--- config.mk ---
export PLATFORM = sky130hd
export DESIGN_NAME = z80_mem_responder
export DESIGN_NICKNAME = d
export VERILOG_FILES = /design/src/rtl/z80_mem_responder.sv
export SDC_FILE = /design/constraint.sdc
export NUM_CORES = 2
export LEC_CHECK = 0
export ABC_AREA = 0
export CORE_UTILIZATION = 33
export DETAILED_ROUTE_END_ITERATION = 6
export PLACE_DENSITY = 0.54
export SYNTH_ARGS = -nofsm -noshare
export SYNTH_HDL_FRONTEND = slang
export SYNTH_SLANG_ARGS = --single-unit
--- constraint.sdc ---
create_clock -name clk -period 3 [get_ports clk]
set_clock_uncertainty 0.2 [all_clocks]
set_input_delay 0.3 -clock clk [delete_from_list [all_inputs] [get_ports clk]]
set_output_delay 0.3 -clock clk [all_outputs]
set_load 0.01 [all_outputs]
--- src/rtl/z80_mem_responder.sv ---
// Memory-side responder for the z80 bus: serves nRD/nWR strobes from an internal byte RAM,
// inserts WAIT_STATES wait cycles per access and reports access counts and protocol errors.
module z80_mem_responder #(
    parameter int ADDR_BITS   = 8,
    parameter int WAIT_STATES = 0
) (
    input  logic        clk,
    input  logic        nRESET,
    input  logic [15:0] A,
    input  logic        nRD,
    input  logic        nWR,
    input  logic [7:0]  WRITE_D,
    output logic [7:0]  READ_D,
    output logic        nWAIT,
    output logic [15:0] rd_count,
    output logic [15:0] wr_count,
    output logic        bus_error
);

    localparam int DEPTH = 1 << ADDR_BITS;
    localparam bit NO_WAIT = (WAIT_STATES == 0);
    // The start edge itself counts as the first wait cycle, so the counter is preloaded one short.
    localparam logic [3:0] WAIT_LOAD = (WAIT_STATES > 0) ? 4'(WAIT_STATES - 1) : 4'd0;

    typedef enum logic [1:0] {
        IDLE,
        RD_WAIT,
        WR_WAIT,
        HOLD
    } state_t;

    state_t state_q, state_d;
    logic [3:0] cnt_q, cnt_d;
    logic prevRd_q, prevWr_q;
    logic [7:0] readD_q, readD_d;
    logic [15:0] rdCount_q, rdCount_d;
    logic [15:0] wrCount_q, wrCount_d;
    logic busError_q, busError_d;

    logic rdLow, wrLow, bothLow, rdStart, wrStart;
    logic doRead, doWrite;
    logic [ADDR_BITS-1:0] memAddr;
    logic [7:0] mem [DEPTH];
    logic unusedAddrHi;

    assign rdLow   = !nRD;
    assign wrLow   = !nWR;
    assign bothLow = rdLow && wrLow;
    assign rdStart = rdLow && prevRd_q;
    assign wrStart = wrLow && prevWr_q;
    assign memAddr = A[ADDR_BITS-1:0];
    assign unusedAddrHi = ^A[15:ADDR_BITS];

    // Next-state logic: starts, wait countdown, completion, abort and protocol checking.
    always_comb begin
        state_d    = state_q;
        cnt_d      = cnt_q;
        busError_d = busError_q || bothLow;
        doRead     = 1'b0;
        doWrite    = 1'b0;
        case (state_q)
            IDLE: begin
                if (!bothLow && rdStart) begin
                    if (NO_WAIT) begin
                        doRead  = 1'b1;
                        state_d = HOLD;
                    end else begin
                        cnt_d   = WAIT_LOAD;
                        state_d = RD_WAIT;
                    end
                end else if (!bothLow && wrStart) begin
                    if (NO_WAIT) begin
                        doWrite = 1'b1;
                        state_d = HOLD;
                    end else begin
                        cnt_d   = WAIT_LOAD;
                        state_d = WR_WAIT;
                    end
                end
            end
            RD_WAIT: begin
                if (!rdLow || bothLow) begin
                    busError_d = 1'b1;
                    state_d    = IDLE;
                end else if (cnt_q == 4'd0) begin
                    doRead  = 1'b1;
                    state_d = HOLD;
                end else begin
                    cnt_d = cnt_q - 4'd1;
                end
            end
            WR_WAIT: begin
                if (!wrLow || bothLow) begin
                    busError_d = 1'b1;
                    state_d    = IDLE;
                end else if (cnt_q == 4'd0) begin
                    doWrite = 1'b1;
                    state_d = HOLD;
                end else begin
                    cnt_d = cnt_q - 4'd1;
                end
            end
            HOLD: begin
                if (!rdLow && !wrLow) begin
                    state_d = IDLE;
                end
            end
            default: state_d = IDLE;
        endcase
    end

    // Datapath updates driven by the completion decisions above.
    always_comb begin
        readD_d   = readD_q;
        rdCount_d = rdCount_q;
        wrCount_d = wrCount_q;
        if (doRead) begin
            readD_d   = mem[memAddr];
            rdCount_d = (rdCount_q == 16'hFFFF) ? rdCount_q : rdCount_q + 16'd1;
        end
        if (doWrite) begin
            wrCount_d = (wrCount_q == 16'hFFFF) ? wrCount_q : wrCount_q + 16'd1;
        end
    end

    always_ff @(posedge clk) begin
        if (nRESET) begin
            state_q    <= IDLE;
            cnt_q      <= 4'd0;
            prevRd_q   <= 1'b1;
            prevWr_q   <= 1'b1;
            readD_q    <= 8'h00;
            rdCount_q  <= 16'd0;
            wrCount_q  <= 16'd0;
            busError_q <= 1'b0;
        end else begin
            state_q    <= state_d;
            cnt_q      <= cnt_d;
            prevRd_q   <= nRD;
            prevWr_q   <= nWR;
            readD_q    <= readD_d;
            rdCount_q  <= rdCount_d;
            wrCount_q  <= wrCount_d;
            busError_q <= busError_d;
        end
    end

    // RAM keeps its contents across reset; a write on a reset edge is abandoned.
    always_ff @(posedge clk) begin
        if (doWrite && !nRESET) begin
            mem[memAddr] <= WRITE_D;
        end
    end

    assign READ_D    = readD_q;
    assign nWAIT     = !((state_q == RD_WAIT) || (state_q == WR_WAIT));
    assign rd_count  = rdCount_q;
    assign wr_count  = wrCount_q;
    assign bus_error = busError_q;

endmodule

==> flow_summary.yaml <==
floorplan:
  die_w_um: 502
  io_pins: 70
  rows: 183
  core-area_um2: 248000
  die_y_um: 502
  dieArea_um2: 252000
  start_util_pct: 33.2
clock_network:
  clock-sinks: 2097
  cts_buffer_depth: 3
  clk_latency_ps: 880
  cts_tree: "done"
  cts_buffers: 211
  cts-root-buf: "clkbuf_16"
  h-tree-depth: 4
  clk_pin_slew_worst_paths_ps: 60
run:
  maxCapViolCount: 0
synthesis:
  yosys.area_share.simple_pct: 3.65
  synth_edf_count: 2048
  yosysMostFrequentCell: "edfxtp_1"
  async_flop_share_pct: 0
  netlist_area_um2: 82400
  ys_types: 80
  ys_top_cells_by_area: "edfxtp_1 (75%), mux4_2 (12%), mux2i_1 (2.1%), nor2_1 (1.6%), dfxtp_1 (1.2%)"
  synth_compound_area_share_pct: 2.91
  synth_top_family_by_area: "multiplexers"
  yosys_warnings: 0
  yosysTopAreaCellShare_pct: 74.6
  ys_ff_latch: 2097
  synth_area_leader_cell: "edfxtp_1"
  yosys.area_share.adder_pct: 0.106
  dominantRegCellSynth: "edfxtp_1"
  synth-xor-area-share_pct: 0.287
  syn_area_per_cell_um2: 20.2
  yosysSeqAreaShare_pct: 75.8
  netlist_instances: 4072
  syn_nets: 4107
  synth_mux_area_share_pct: 15.2
  synth_common_cells: "edfxtp_1 (2048), mux4_2 (444), nor2_1 (361)"
timing:
  hold_ws_ps: 110
  slew_viol_final: 0
  hold_viol_final: 0
  worstMarginPinSlew_ps: 1090
  setup_ws_ps: 110
  fmax_ghz: 0.346
  fin_crit_sh_pct: 96.3
  min_period_ps: 2890
  setup_viol: 0
  slew_headroom_pct: 27.4
  rsz0062_at_grt: "true"
place:
  dp_slack_ps: -793
  io_buffers: 61
  placed_cell_area_um2: 93400
  gp_congestion: 0.872
  hpwl_mm: 160
drt:
  drtAntennaViolNets: 0
  drt-vias-per-instance: 5.21
  drc_errors: 0
  dr.first_iter.drc_count: 4703
  routed_wl_mm: 238
  drt-pass1-iter-count: 6
  vias: 44213
  wl_per_cell_um: 28.0
run_status:
  status: "finished, final reports clean"
pwr:
  leakagePower_nw: 33.0
  ir_worst_vdd_uv: 500
  p_sw_share_pct: 22.3
  p_seq_share_pct: 51.1
  total_power_mw: 63.2
  p_comb_share_pct: 6.6
  power.internal_mw: 49.1
  power_switching_mw: 14.1
  p_per_area_nw_per_um2: 628
  clockPowerShare_pct: 42.2
setup_path:
  cp-end-kind: "flop"
  cp-start-kind: "flop"
  path_max_fanout: 14
  path_class: "reg2reg"
  crit_arrival_ps: 3250
  timing.reg2reg.setup_slack_ps: 110
  cp_data_required_time_ps: 3360
cells_and_area:
  syn_to_final_growth_pct: 22.1
  final_area_um2: 101000
  fin_nets: 5008
  fin_util_pct: 40.5
  drive_gt1_share_pct: 33.4
global_routing:
  grt_pass1_vias: 44350
  grtUsageTotal_pct: 18.7
  grt_pass1_wl_mm: 336
  grt_overflow: 0
  grt_max_degree: 114
  antenna_found_initial: 9
worst_hold_path:
  hp-class: "in2reg"
metrics by stage:
step | cells | TNS (ps)
floorplan | 4072 | 0
global placement | 8079 | -38600
detailed placement | 8079 | -45110
CTS | 8480 | 0
global route | 8481 | -55.1
finish | 8483 | 0
cell usage in the layout, fill, tap and decap left out, types with 11 or more instances in the layout:
| master | netlist | routed |
|---|---|---|
| edfxtp_1 | 2048 | 2048 |
| buf_4 | 36 | 759 |
| mux4_2 | 444 | 444 |
| nor2_1 | 361 | 347 |
| clkbuf_16 | 0 | 212 |
| mux2i_1 | 171 | 171 |
| nand2_1 | 116 | 111 |
| buf_12 | 6 | 100 |
| a22oi_1 | 62 | 62 |
| clkinv_1 | 0 | 51 |
| dfxtp_1 | 49 | 49 |
| nand3_1 | 49 | 49 |
| mux2_2 | 46 | 46 |
| o22ai_1 | 45 | 45 |
| clkdlybuf4s50_1 | 0 | 45 |
| a21oi_1 | 41 | 41 |
| clkbuf_1 | 88 | 40 |
| clkinv_2 | 0 | 38 |
| o21ai_0 | 26 | 26 |
| nor2b_1 | 28 | 25 |
| bufinv_16 | 0 | 24 |
| nand4_1 | 23 | 23 |
| a211oi_1 | 21 | 20 |
| a32oi_1 | 19 | 19 |
| a31oi_1 | 19 | 18 |
| nand2b_1 | 15 | 15 |
| xnor2_1 | 14 | 14 |
| a2111oi_0 | 15 | 14 |
| inv_1 | 13 | 13 |
| xor2_1 | 13 | 13 |
| nor3_1 | 13 | 13 |
| nor2_2 | 0 | 12 |
| mux4_1 | 11 | 11 |
| clkinv_16 | 0 | 11 |
| clkbuf_8 | 0 | 11 |
| dlygate4sd3_1 | 0 | 11 |
path summary, 6_finish.rpt:
kind | end | depth (start not counted) | from
min reg2reg | bus_error$_SDFF_PP0_ | 2 | bus_error$_SDFF_PP0_
min | READ_D[1]$_SDFFE_PP0P_ | 5 | A[7]
max | mem[63][3]$_DFFE_PP_ | 11 | state_q[0]$_SDFFE_PP0P_
max reg2reg | mem[63][3]$_DFFE_PP_ | 11 | state_q[0]$_SDFFE_PP0P_
final cells by class:
type / instances / area [um2]
inverters: 14 / 53.8
multi-input cells: 1714 / 18400
fillers: 22061 / 148000
clock buffers: 255 / 5500
clock inverters: 135 / 1540
flip-flops and latches: 2097 / 62500
repair buffers: 935 / 8490
well taps: 3330 / 4170
diodes: 3 / 7.51
power groups by stage:
stage	logic [mW]	clock network (mW)	registers, mW
detailed placement	4.18	0	32.9
CTS	4.22	27.2	32.3
global route	4.42	28.3	32.3
floorplan	1.93	0	32.9
global placement	4.15	0	32.9
finish	4.19	26.7	32.3
worst max-delay path, stage by stage, from the launching register on:
cell and delay (ps):
dfxtp_1 330, inv_1 90, ha_2 220, nor4bb_1 210
o21ai_1 110, buf_4 210, nor2_1 130, and3_2 260
nand2_1 140, buf_12 230, nor2_1 190, buf_4 220
flip-flops by register name (all words and copies together), names as in the netlist:
name / count
prevWr_q: 1
state_q: 2
wr_count: 16
bus_error: 1
mem: 2048
cnt_q: 4
prevRd_q: 1
READ_D: 8
rd_count: 16
metal layers:
| layer | wire [um] | track usage (%) | vias up | part of all wire (%) |
|---|---|---|---|---|
| met5 | 0 | 0 | - | 0 |
| met4 | 7090 | 5.75 | 0 | 3.0 |
| met3 | 15200 | 2.91 | 351 | 6.4 |
| met2 | 113000 | 30.1 | 1603 | 48 |
| met1 | 102000 | 26.1 | 23651 | 43 |
| li1 | - | - | 18608 | - |
kinds of logic (layout without fill, tap and decap cells):
| logic type | Yosys count | after routing |
|---|---|---|
| DFF | 2097 | 2097 |
| muxes | 676 | 676 |
| and+or+nand+nor | 672 | 672 |
| AOI/OAI and AO/OA | 332 | 332 |
| buffers and inverters | 261 | 1339 |
| xor gates and xnor gates | 27 | 27 |
| adders and majority gates | 7 | 7 |
| other | 0 | 3 |
what timing repair did:
| item | 4_1_cts | 5_1_grt |
|---|---|---|
| pin swaps | 0 | 0 |
| hold buffers | 11 | 0 |
| gates resized for setup | 5 | 24 |
| buffers inserted | 0 | 0 |
| setup endpoints to repair | 14 | 412 |
| endpoints found under the hold margin | 693 | 0 |
No activity file was read; power rests on OpenSTA's default activity.
